[config.mk]
export PLATFORM = sky130hd
export DESIGN_NAME = fifo_uart_tx
export DESIGN_NICKNAME = d
export VERILOG_FILES = /design/src/rtl/fifo_uart_pkg.sv /design/src/rtl/uart_bit_timer.sv /design/src/rtl/fifo_uart_tx.sv
export SDC_FILE = /design/constraint.sdc
export NUM_CORES = 1
export LEC_CHECK = 0
export ABC_AREA = 1
export BUFFER_PORTS_ARGS = -buffer_cell sky130_fd_sc_hd__buf_2
export CORE_UTILIZATION = 60
export DETAILED_ROUTE_END_ITERATION = 7
export PLACE_DENSITY = 0.83
export RECOVER_POWER = 25
export SLEW_MARGIN = 20
export SYNTH_ARGS = -nofsm -noshare
export SYNTH_HDL_FRONTEND = slang
export SYNTH_SLANG_ARGS = --single-unit
[constraint.sdc]
create_clock -name rclk -period 2.3 [get_ports rclk]
set_input_delay 0.115 -clock rclk [delete_from_list [all_inputs] [get_ports rclk]]
set_output_delay 0.115 -clock rclk [all_outputs]
set_load 0.1 [all_outputs]
[src/rtl/fifo_uart_pkg.sv]
// fifo_uart_pkg
// Shared definitions for the FIFO-drain UART transmitter:
//   tx_state_t  - transmitter FSM states
//   TXD_IDLE    - line level when no frame is being sent (also the stop level)
//   cnt_width() - counter width helper that never returns zero
package fifo_uart_pkg;

   typedef enum logic [2:0] {
      IDLE,
      START,
      DATA,
      PARITY,
      STOP
   } tx_state_t;

   localparam logic TXD_IDLE = 1'b1;

   // $clog2(1) is 0, which would give a zero-width counter.
   function automatic int unsigned cnt_width(input int unsigned n);
      return (n > 1) ? $clog2(n) : 1;
   endfunction

endpackage

[src/rtl/uart_bit_timer.sv]
// uart_bit_timer
// Counts rclk cycles within one serial bit and flags the last cycle of the bit.
// Ports:
//   rclk     in  block clock
//   rrst_n   in  asynchronous active-low reset
//   clr      in  hold the count at 0 (used while idle so each frame starts aligned)
//   en       in  advance the count
//   bit_done out high on the final cycle of a bit; the count wraps to 0 on the next edge
module uart_bit_timer
   import fifo_uart_pkg::*;
#(
   parameter int unsigned CLKS_PER_BIT = 16
) (
   input  logic rclk,
   input  logic rrst_n,
   input  logic clr,
   input  logic en,
   output logic bit_done
);

   localparam int unsigned TW = cnt_width(CLKS_PER_BIT);
   localparam logic [TW-1:0] LAST = TW'(CLKS_PER_BIT - 1);

   logic [TW-1:0] cnt_q, cnt_d;

   assign bit_done = en && !clr && (cnt_q == LAST);

   always_comb begin
      cnt_d = cnt_q;
      if (clr) begin
         cnt_d = '0;
      end else if (en) begin
         cnt_d = (cnt_q == LAST) ? '0 : cnt_q + TW'(1);
      end
   end

   always_ff @(posedge rclk or negedge rrst_n) begin
      if (!rrst_n) begin
         cnt_q <= '0;
      end else begin
         cnt_q <= cnt_d;
      end
   end

endmodule

[src/rtl/fifo_uart_tx.sv]
// fifo_uart_tx
// Drains a first-word-fall-through FIFO read port and sends each word as an
// asynchronous serial frame: start(0), DSIZE data bits LSB first, optional even
// parity, stop(1). Runs entirely in the FIFO read clock domain.
// Ports:
//   rclk    in  block clock (FIFO read clock)
//   rrst_n  in  asynchronous active-low reset
//   enable  in  allows a new frame to start; only looked at while idle
//   rempty  in  FIFO empty flag; rdata valid when low
//   rdata   in  FIFO head word
//   rinc    out one-cycle pop strobe, only from IDLE and only when not empty
//   txd     out serial line, idles high
//   busy    out high whenever a frame is in progress
module fifo_uart_tx
   import fifo_uart_pkg::*;
#(
   parameter int unsigned DSIZE        = 8,
   parameter int unsigned CLKS_PER_BIT = 16,
   parameter int unsigned PARITY_EN    = 0
) (
   input  logic             rclk,
   input  logic             rrst_n,
   input  logic             enable,
   input  logic             rempty,
   input  logic [DSIZE-1:0] rdata,
   output logic             rinc,
   output logic             txd,
   output logic             busy
);

   localparam int unsigned CW = cnt_width(DSIZE);
   localparam logic [CW-1:0] LAST_BIT = CW'(DSIZE - 1);

   tx_state_t        state_q, state_d;
   logic [DSIZE-1:0] shift_q, shift_d;
   logic [CW-1:0]    bit_cnt_q, bit_cnt_d;
   logic             parity_q, parity_d;
   logic             bit_done;
   logic             pop;

   // Reset is folded in so the pop strobe is forced low the moment reset is
   // asserted, even with a non-empty FIFO and enable high.
   assign pop = rrst_n && (state_q == IDLE) && enable && !rempty;

   uart_bit_timer #(
      .CLKS_PER_BIT(CLKS_PER_BIT)
   ) u_bit_timer (
      .rclk    (rclk),
      .rrst_n  (rrst_n),
      .clr     (state_q == IDLE),
      .en      (state_q != IDLE),
      .bit_done(bit_done)
   );

   // State register
   always_ff @(posedge rclk or negedge rrst_n) begin
      if (!rrst_n) begin
         state_q <= IDLE;
      end else begin
         state_q <= state_d;
      end
   end

   // Next-state logic
   always_comb begin
      state_d = state_q;
      unique case (state_q)
         IDLE:   if (pop) state_d = START;
         START:  if (bit_done) state_d = DATA;
         DATA: begin
            if (bit_done && (bit_cnt_q == LAST_BIT)) begin
               state_d = (PARITY_EN != 0) ? PARITY : STOP;
            end
         end
         PARITY: if (bit_done) state_d = STOP;
         STOP:   if (bit_done) state_d = IDLE;
         default: state_d = IDLE;
      endcase
   end

   // Outputs
   always_comb begin
      rinc = pop;
      busy = (state_q != IDLE);
      txd  = TXD_IDLE;
      unique case (state_q)
         IDLE:    txd = TXD_IDLE;
         START:   txd = 1'b0;
         DATA:    txd = shift_q[0];
         PARITY:  txd = parity_q;
         STOP:    txd = TXD_IDLE;
         default: txd = TXD_IDLE;
      endcase
   end

   // Datapath: word capture, shifting and bit counting
   always_comb begin
      shift_d   = shift_q;
      bit_cnt_d = bit_cnt_q;
      parity_d  = parity_q;
      if (pop) begin
         shift_d   = rdata;
         parity_d  = ^rdata;
         bit_cnt_d = '0;
      end else if ((state_q == DATA) && bit_done) begin
         shift_d   = shift_q >> 1;
         bit_cnt_d = (bit_cnt_q == LAST_BIT) ? '0 : bit_cnt_q + CW'(1);
      end
   end

   always_ff @(posedge rclk or negedge rrst_n) begin
      if (!rrst_n) begin
         shift_q   <= '0;
         bit_cnt_q <= '0;
         parity_q  <= 1'b0;
      end else begin
         shift_q   <= shift_d;
         bit_cnt_q <= bit_cnt_d;
         parity_q  <= parity_d;
      end
   end

endmodule

Word-level counts from Yosys, hierarchy flattened
Index checks and enable logic that the tools add are counted.
{ "word_totals": {"register_bits": 19, "input_bits": 12, "output_inout_bits": 3, "word_cells": 48} }
{ "op_classes": {"n_addsub": 2, "eq_ne": 11, "n_mux": 15, "n_reduce_logical": 15} }
{ "ops": {"columns": ["operator", "count"], "rows": [
  ["3-bit 2-to-1 mux", 8],
  ["8-bit 2-to-1 mux", 2],
  ["3-bit one-hot mux with 5 select lines", 1],
  ["4-bit 2-to-1 mux", 3],
  ["2-bit inequality test (second input constant)", 5],
  ["8-bit parity", 1],
  ["1-bit logical AND", 7],
  ["3-bit by 2-bit == test with 1-bit output (second input constant)", 2],
  ["3-bit == test (second input constant)", 2],
  ["5-bit AND reduction", 1],
  ["4-bit by 1-bit adder with 4-bit output (second input constant)", 1],
  ["4-bit == test (second input constant)", 1],
  ["2-bit nonzero test", 2],
  ["3-bit by 1-bit adder with 3-bit output (second input constant)", 1],
  ["3-bit by 1-bit == test with 1-bit output (second input constant)", 1],
  ["3-bit zero test", 1],
  ["1-bit one-hot mux with 3 select lines", 1],
  ["3-bit nonzero test", 1],
  ["1-bit zero test", 2]
]} }

Longest topological paths before layout
Gate-level depths: netlist of the first run.
{ "depth": {"ltp_word": 7, "mapped_depth": 9, "depth_no_buf": 9} }

Cells and area by module
Synthesis of the first run repeated with hierarchy kept, for this count alone.
{ "unflattened": {"cells_unflattened": 158, "area_unflattened_um2": 1164.9} }
{ "by_module_without_submodules": {"columns": ["module", "instances", "cells_per_inst", "area_per_inst_um2", "seq_area_each_um2"], "rows": [
  ["fifo_uart_tx", 1, 130, 934.6, 375.4],
  ["uart_bit_timer", 1, 28, 230.2, 100.1]
]} }

Worst setup path before layout of the first run
OpenSTA, ideal clock, no wires.
{ "synth_timing": {"path_kind": "flip-flop to output port", "from": "register state_q[1]", "to": "output txd", "t_arrival_ns": 2.114, "required_time_ns": 2.185, "path_slack_ns": 0.071, "stages_incl_launch_ff": 6, "n_path_buf": 0, "cell_sequence": "dfrtp_1 > inv_1 > nor2_1 > inv_1 > a21oi_1 > a21oi_1"} }
{ "synth_via": {"elab_chain_len": 2, "word_cells_on_any_way": 4, "cone_classes": "eq/ne (3); mux (1)"} }
{ "synth_rtl": {"columns": ["element", "line", "rtl"], "rows": [
  ["start, declared", "fifo_uart_tx.sv:34", "tx_state_t state_q, state_d;"],
  ["start signal, assigned", "fifo_uart_tx.sv:60", "state_q <= state_d;"],
  ["3-bit by 2-bit == test with 1-bit output / 3-bit by 1-bit == test with 1-bit output (equally long branches)", "fifo_uart_tx.sv:86", "unique case (state_q)"],
  ["1-bit one-hot mux with 3 select lines *", "fifo_uart_tx.sv:86", null],
  ["end, declared", "fifo_uart_tx.sv:27", "output logic txd,"]
]} }
Every way passes the cells marked *; elsewhere a longest branch is shown, timed or not.

Worst setup path after layout of the first run
{ "layout_timing": {"from": "input rrst_n", "to": "output rinc"} }
{ "layout_via": {"elab_chain_len": 3} }
{ "layout_rtl": {"columns": ["element", "line", "rtl"], "rows": [
  ["start, declared", "fifo_uart_tx.sv:22", "input logic rrst_n,"],
  ["1-bit logical AND (3 in a row)", "fifo_uart_tx.sv:43", "assign pop = rrst_n && (state_q == IDLE) && enable && !rempty;"],
  ["end, declared", "fifo_uart_tx.sv:26", "output logic rinc,"]
]} }
Every way passes these cells.

==> results.toml, run 1 <==
[yosys]
synth.most_common_cell = "nand2_1"
yosys-top-cells-area = "dfrtp_1 40%, nand2_1 18%, inv_1 5.7%"
synth_common_cells = "57 x nand2_1, 19 x dfrtp_1, 18 x inv_1"
syn_area_per_cell_sq_um = 7.751
synthesis.area_sq_um = 1194
synthCells = 154
ys.flop_type = "dfrtp_1"
yosys_warnings = 0
ys_types = 24
syn_nets = 169
ys_ff_latch = 19
yosysTopAreaCell = "dfrtp_1"
yosysSeqAreaShare = 0.3983
synth_top_area_frac = 0.3983
ys_async_sr_fraction = 1.000
synth_edf_count = 0

[global_route]
globalRouteOverflowTotal = 0
antenna_found_initial = 0
grt_pass1_wl_mm = 3.643
gr-usage-all-layers = 0.2441
grt_max_degree = 20
grt_pass1_vias = 847

[placement]
dp_cells = 193
placed_area_sq_um = 1282
hpwl_mm = 1.735
io_buffers = 14
place_ws_ns = 0.7420
gp_congestion = 0.8413

[power]
power.density_nw_per_um2 = 1051
vdd_drop_max_uv = 1140
power.leakage_nw = 0.7250

[die]
coreArea_sq_um = 1802
rows = 15
io_pins = 15
die_area_sq_um = 2172
start_util = 0.6625
dieHeight_microns = 46.60
die-width_microns = 46.60

[routing]
wire_per_inst_microns = 10.85
drc = 0
dr.pass1.iters = 4
routed_wl_mm = 2.149
vias = 1004
ant_nets = 0
via_per_inst = 5.071
drtIter0Drc = 18

[worst_setup_path]
crit_path_end_kind = "output port"
ff2ff_path_depth = 8
cp_slowest_stage_delay_ns = 0.52
r2r_start = "u_bit_timer.cnt_q[0]"
slowest_stage = "dlygate4sd3_1"
worst_ep_required_time_ns = 2.18
critPathKind = "input pin to output port"
path_cells = "dlygate4sd3_1 > clkbuf_1 > nand2_1 > nor2_2 > inv_1 > nor2_8 > buf_2"
cp_max_fo = 13
startpoint = "rrst_n"
worstPathArrival_ns = 1.85
startpoint_type = "input pin"

[clock_network]
cts.reportedPaths.clkPinSlew_ns = 0.11
numClockSinks = 19
root_buffer = "clkbuf_4"
clock_path_buffers = 2
cts_resized = 0
h-tree-depth = 1
hold_buffers = 1
cts_setup_buffers = 0
cts_made_buffers = 3
cts_tree = "built"
clock_latency_ns = 0.30

[timing]
tightest_slew_ns = 1.019
slew_headroom = 0.3206
fmax_ghz = 0.5083
fin_skew_ns = 0.003031
setup_tns_ns = 0
whs_ns = 0.08028
fin_crit_ns = 1.967
setup_ws_ns = 0.3326
rsz0062_at_grt = "false"
finalHoldViolCount = 0
period_share = 0.8554
drv_slew = 0
setup-violations-final = 0

[finish]
fillers = 145
multi_input_area_sq_um = 620.6
nNetsFinal = 189
antenna_cells = 0
ff_latch_area_sq_um = 475.5
fin_area_sq_um = 1315
area_delta_synth_final_pct = 10.17
drive_above_1_share = 0.2312
fin_cells = 198

[run_status]
outcome = "finished, final reports clean"

[hold_path]
whs_path_depth = 3
min_from = "rdata[6]"
hp-class = "input pin to register"

[job]
maxCapViolations = 0
[routing by layer]
metal	GRT usage	wire length, microns	up-vias
li1	-	-	529
met1	0.3284	991	460
met2	0.3861	1068	12
met3	0.07059	70	3
met4	0.05294	19	0
met5	0	0	-
[report_power, final]
part           switching [W]  internal, W  leakage [nW]
registers          0.0000923     0.000455         0.248
logic               0.000481     0.000181         0.459
clock network       0.000107    0.0000650        0.0177
total               0.000681     0.000701         0.725
[layout by cell type (no fill, tap or decap)]
master | synthesis | final
clkinv_2 | 0 | 1
o211ai_1 | 2 | 2
buf_2 | 0 | 13
nand2_1 | 57 | 57
nand4_1 | 1 | 1
o31ai_1 | 1 | 1
o21ai_1 | 3 | 3
nor3_1 | 3 | 3
clkbuf_4 | 0 | 3
clkbuf_1 | 0 | 2
nand3_1 | 5 | 5
a21oi_1 | 5 | 5
inv_4 | 1 | 1
xnor2_1 | 1 | 1
inv_1 | 18 | 18
o21ai_0 | 1 | 1
nor2_1 | 9 | 9
nor2_2 | 2 | 2
nand2_4 | 3 | 3
dfrtp_1 | 19 | 19
nand2_2 | 8 | 8
inv_2 | 1 | 1
ha_1 | 3 | 3
dlygate4sd3_1 | 0 | 1
nor2_4 | 3 | 3
o22ai_1 | 2 | 2
nor2_8 | 1 | 1
o211ai_2 | 4 | 4
[sequential cells by signal, indices dropped and copies added (netlist names)]
signal and flops:
state_q 3, u_bit_timer.cnt_q 4, parity_q 1, bit_cnt_q 3, shift_q 8
[path summary, 6_finish.rpt]
check                      slack, ns                    to
hold reg to reg                 0.49  u_bit_timer.cnt_q[0]
min in group asynchronous       0.64            state_q[2]
setup reg to reg                0.82            shift_q[2]
setup / recovery                0.33                  rinc
max in group asynchronous       1.05            shift_q[4]
hold / removal                  0.08            shift_q[6]
[cells by family (layout without fill, tap and decap cells)]
logic type      count (synthesis)  count (layout)  synth area share
xor+xnor                        1               1          0.007339
flops                          19              19            0.3983
simple gates                   92              92            0.3721
fa+ha+maj                       3               3           0.03145
compound gates                 18              18            0.1090
buf+inv                        21              40           0.08176
[critical path: cells and delay by family]
kind          cells  cell delay (ns)
simple gates      3             0.46
buf+inv           4             1.26
[stage by stage]
step           total power, W    util
6_report             0.001382  0.7299
5_1_grt              0.001481  0.7299
4_1_cts              0.001395  0.7326
3_5_place_dp         0.001218  0.7118
3_3_place_gp         0.001186  0.7118
2_1_floorplan        0.001094       -
[final cells by class]
| type | count | area share |
|---|---|---|
| timing repair buffer | 16 | 0.06280 |
| tap | 25 | 0.02379 |
| clock buffer | 3 | 0.01713 |
| inverter | 20 | 0.05899 |
| sequential | 19 | 0.3616 |
| multi-input combinational | 114 | 0.4719 |
| clock inverter | 1 | 0.003806 |
(Power assumes the default switching activity.)
==> inputs of run 2 (changes only) <==
RECOVER_POWER = unset   (was 25)
==> run 2 against run 1 <==
Worst hold slack hardly changed. Die area stayed put. Clock skew hardly changed. Critical endpoint unchanged. Cell count stayed put. Total power hardly changed. Clock-buffer cell count stayed put. Critical path depth stayed put. Global-route usage stayed put. Flip-flop and latch count stayed put. Routed wire length is 0.19% higher. Clock power hardly changed.
==> results.toml, run 2 (synthesis results as in run 1) <==
[routing]
routed_wl_mm = 2.153
dr.pass1.iters = 4
ant_nets = 0
vias = 1006
drc = 0
drtIter0Drc = 18
wire_per_inst_microns = 10.87
via_per_inst = 5.081

[finish]
largestRegisters = "shift_q (8), u_bit_timer.cnt_q (4)"
fin_util = 0.7326
largest-register = "shift_q"
layout_common_cells = "57 x nand2_1, 19 x dfrtp_1, 18 x inv_1, 14 x buf_2, 9 x nor2_1"
ff_latch_area_sq_um = 475.5
multi_input_area_sq_um = 620.6
nNetsFinal = 189
fin_cells = 198
area_delta_synth_final_pct = 10.59
layout_commonest_cell = "nand2_1"
drive_above_1_share = 0.2428
largest_register_ffs = 8
antenna_cells = 0
fillers = 145

[power]
power.leakage_nw = 0.7314
power.density_nw_per_um2 = 1048
vdd_drop_max_uv = 1139
p_total_w = 0.001383

[hold_path]
hp-class = "input pin to register"
whs_path_depth = 3
min_from = "rdata[6]"
hold_end = "shift_q[6]"

[timing]
setup_ws_ns = 0.3668
fmax_ghz = 0.5173
fin_skew_ns = 0.002846
drv_slew = 0
slew_headroom = 0.6760
rsz0062_at_grt = "false"
setup_tns_ns = 0
finalHoldViolCount = 0
period_share = 0.8405
fin_crit_ns = 1.933
setup-violations-final = 0
tightest_slew_ns = 0.4893

[global_route]
globalRouteOverflowTotal = 0
antenna_found_initial = 0
gr-usage-all-layers = 0.2441
grt_max_degree = 20
grt_pass1_wl_mm = 3.643
grt_pass1_vias = 847

[worst_setup_path]
critPathKind = "input pin to output port"
r2r_end = "shift_q[2]"
cp_slowest_stage_delay_ns = 0.52
r2r_start = "u_bit_timer.cnt_q[0]"
slowest_stage = "dlygate4sd3_1"
cp_common_cell = "buf_2"
startpoint_type = "input pin"
ff2ff_path_depth = 8
path_cells = "dlygate4sd3_1 > buf_2 > nand2_1 > nor2_2 > inv_1 > nor2_8 > buf_2"
reg2reg_slack_ns = 0.81
cp_max_fo = 13
crit_path_end_kind = "output port"
worst_ep_required_time_ns = 2.18
worstPathArrival_ns = 1.82

[run_status]
outcome = "finished, final reports clean"

[clock_network]
hold_buffers = 1
cts.reportedPaths.clkPinSlew_ns = 0.11
cts_made_buffers = 3
cts_setup_buffers = 0
cts_tree = "built"
cts_resized = 0
h-tree-depth = 1
root_buffer = "clkbuf_4"
clock_path_buffers = 2
clock_latency_ns = 0.30
numClockSinks = 19

[die]
coreArea_sq_um = 1802
rows = 15
io_pins = 15
start_util = 0.6625
die_area_sq_um = 2172
die-width_microns = 46.60
dieHeight_microns = 46.60

[job]
maxCapViolations = 0

[placement]
hpwl_mm = 1.735
gp_congestion = 0.8413
place_ws_ns = 0.7420
dp_cells = 193
io_buffers = 14
[run 2: cell count changes in the layout (fill, tap and decap cells not counted), sizes merged]
cell,before,now
clkbuf,5,3
buf,13,15
[run 2: cell type report]
| type | count | area share |
|---|---|---|
| Timing Repair Buffer | 16 | 0.06635 |
| Sequential cell | 19 | 0.3602 |
| Multi-Input combinational cell | 114 | 0.4701 |
| Tap cell | 25 | 0.02370 |
| Clock buffer | 3 | 0.01706 |
| Inverter | 20 | 0.05877 |
| Clock inverter | 1 | 0.003791 |
[run 2: worst max-delay path by stage]
stage | slack, ns | cells after the start | end | startpoint
after floorplan | 0.07 | 5 | txd | state_q[1]
after global placement | 0.77 | 4 | rinc | state_q[1]
after detailed placement | 0.74 | 4 | rinc | state_q[1]
after CTS | 0.36 | 7 | rinc | rrst_n
after global routing | 0.29 | 7 | rinc | rrst_n
final | 0.37 | 7 | rinc | rrst_n
[run 2: power by group]
group / switching, W / total (W) / internal [W] / leakage, nW
Clock: 0.000107 / 0.000172 / 0.0000650 / 0.0177
Combinational: 0.000481 / 0.000663 / 0.000182 / 0.465
Sequential: 0.0000927 / 0.000548 / 0.000455 / 0.248
[run 2: through the flow]
step           instance area [sq um]  hold WS [ns]
6_report                        1320       0.08058
5_1_grt                         1320       0.08148
4_1_cts                         1320       0.07794
3_5_place_dp                    1282        0.1180
3_3_place_gp                    1282        0.1150
2_1_floorplan                   1194       -0.1806
[run 2: routing by layer]
metal / share of wire / GRT usage / vias up
met3: 0.033 / 0.07059 / 3
met4: 0.0088 / 0.05294 / 0
met1: 0.47 / 0.3284 / 462
met5: 0 / 0 / -
li1: - / - / 529
met2: 0.49 / 0.3861 / 12
[run 2: critical path: cells and delay by family]
kind          cells  cell delay [ns]
buf+inv           4             1.25
simple gates      3             0.45
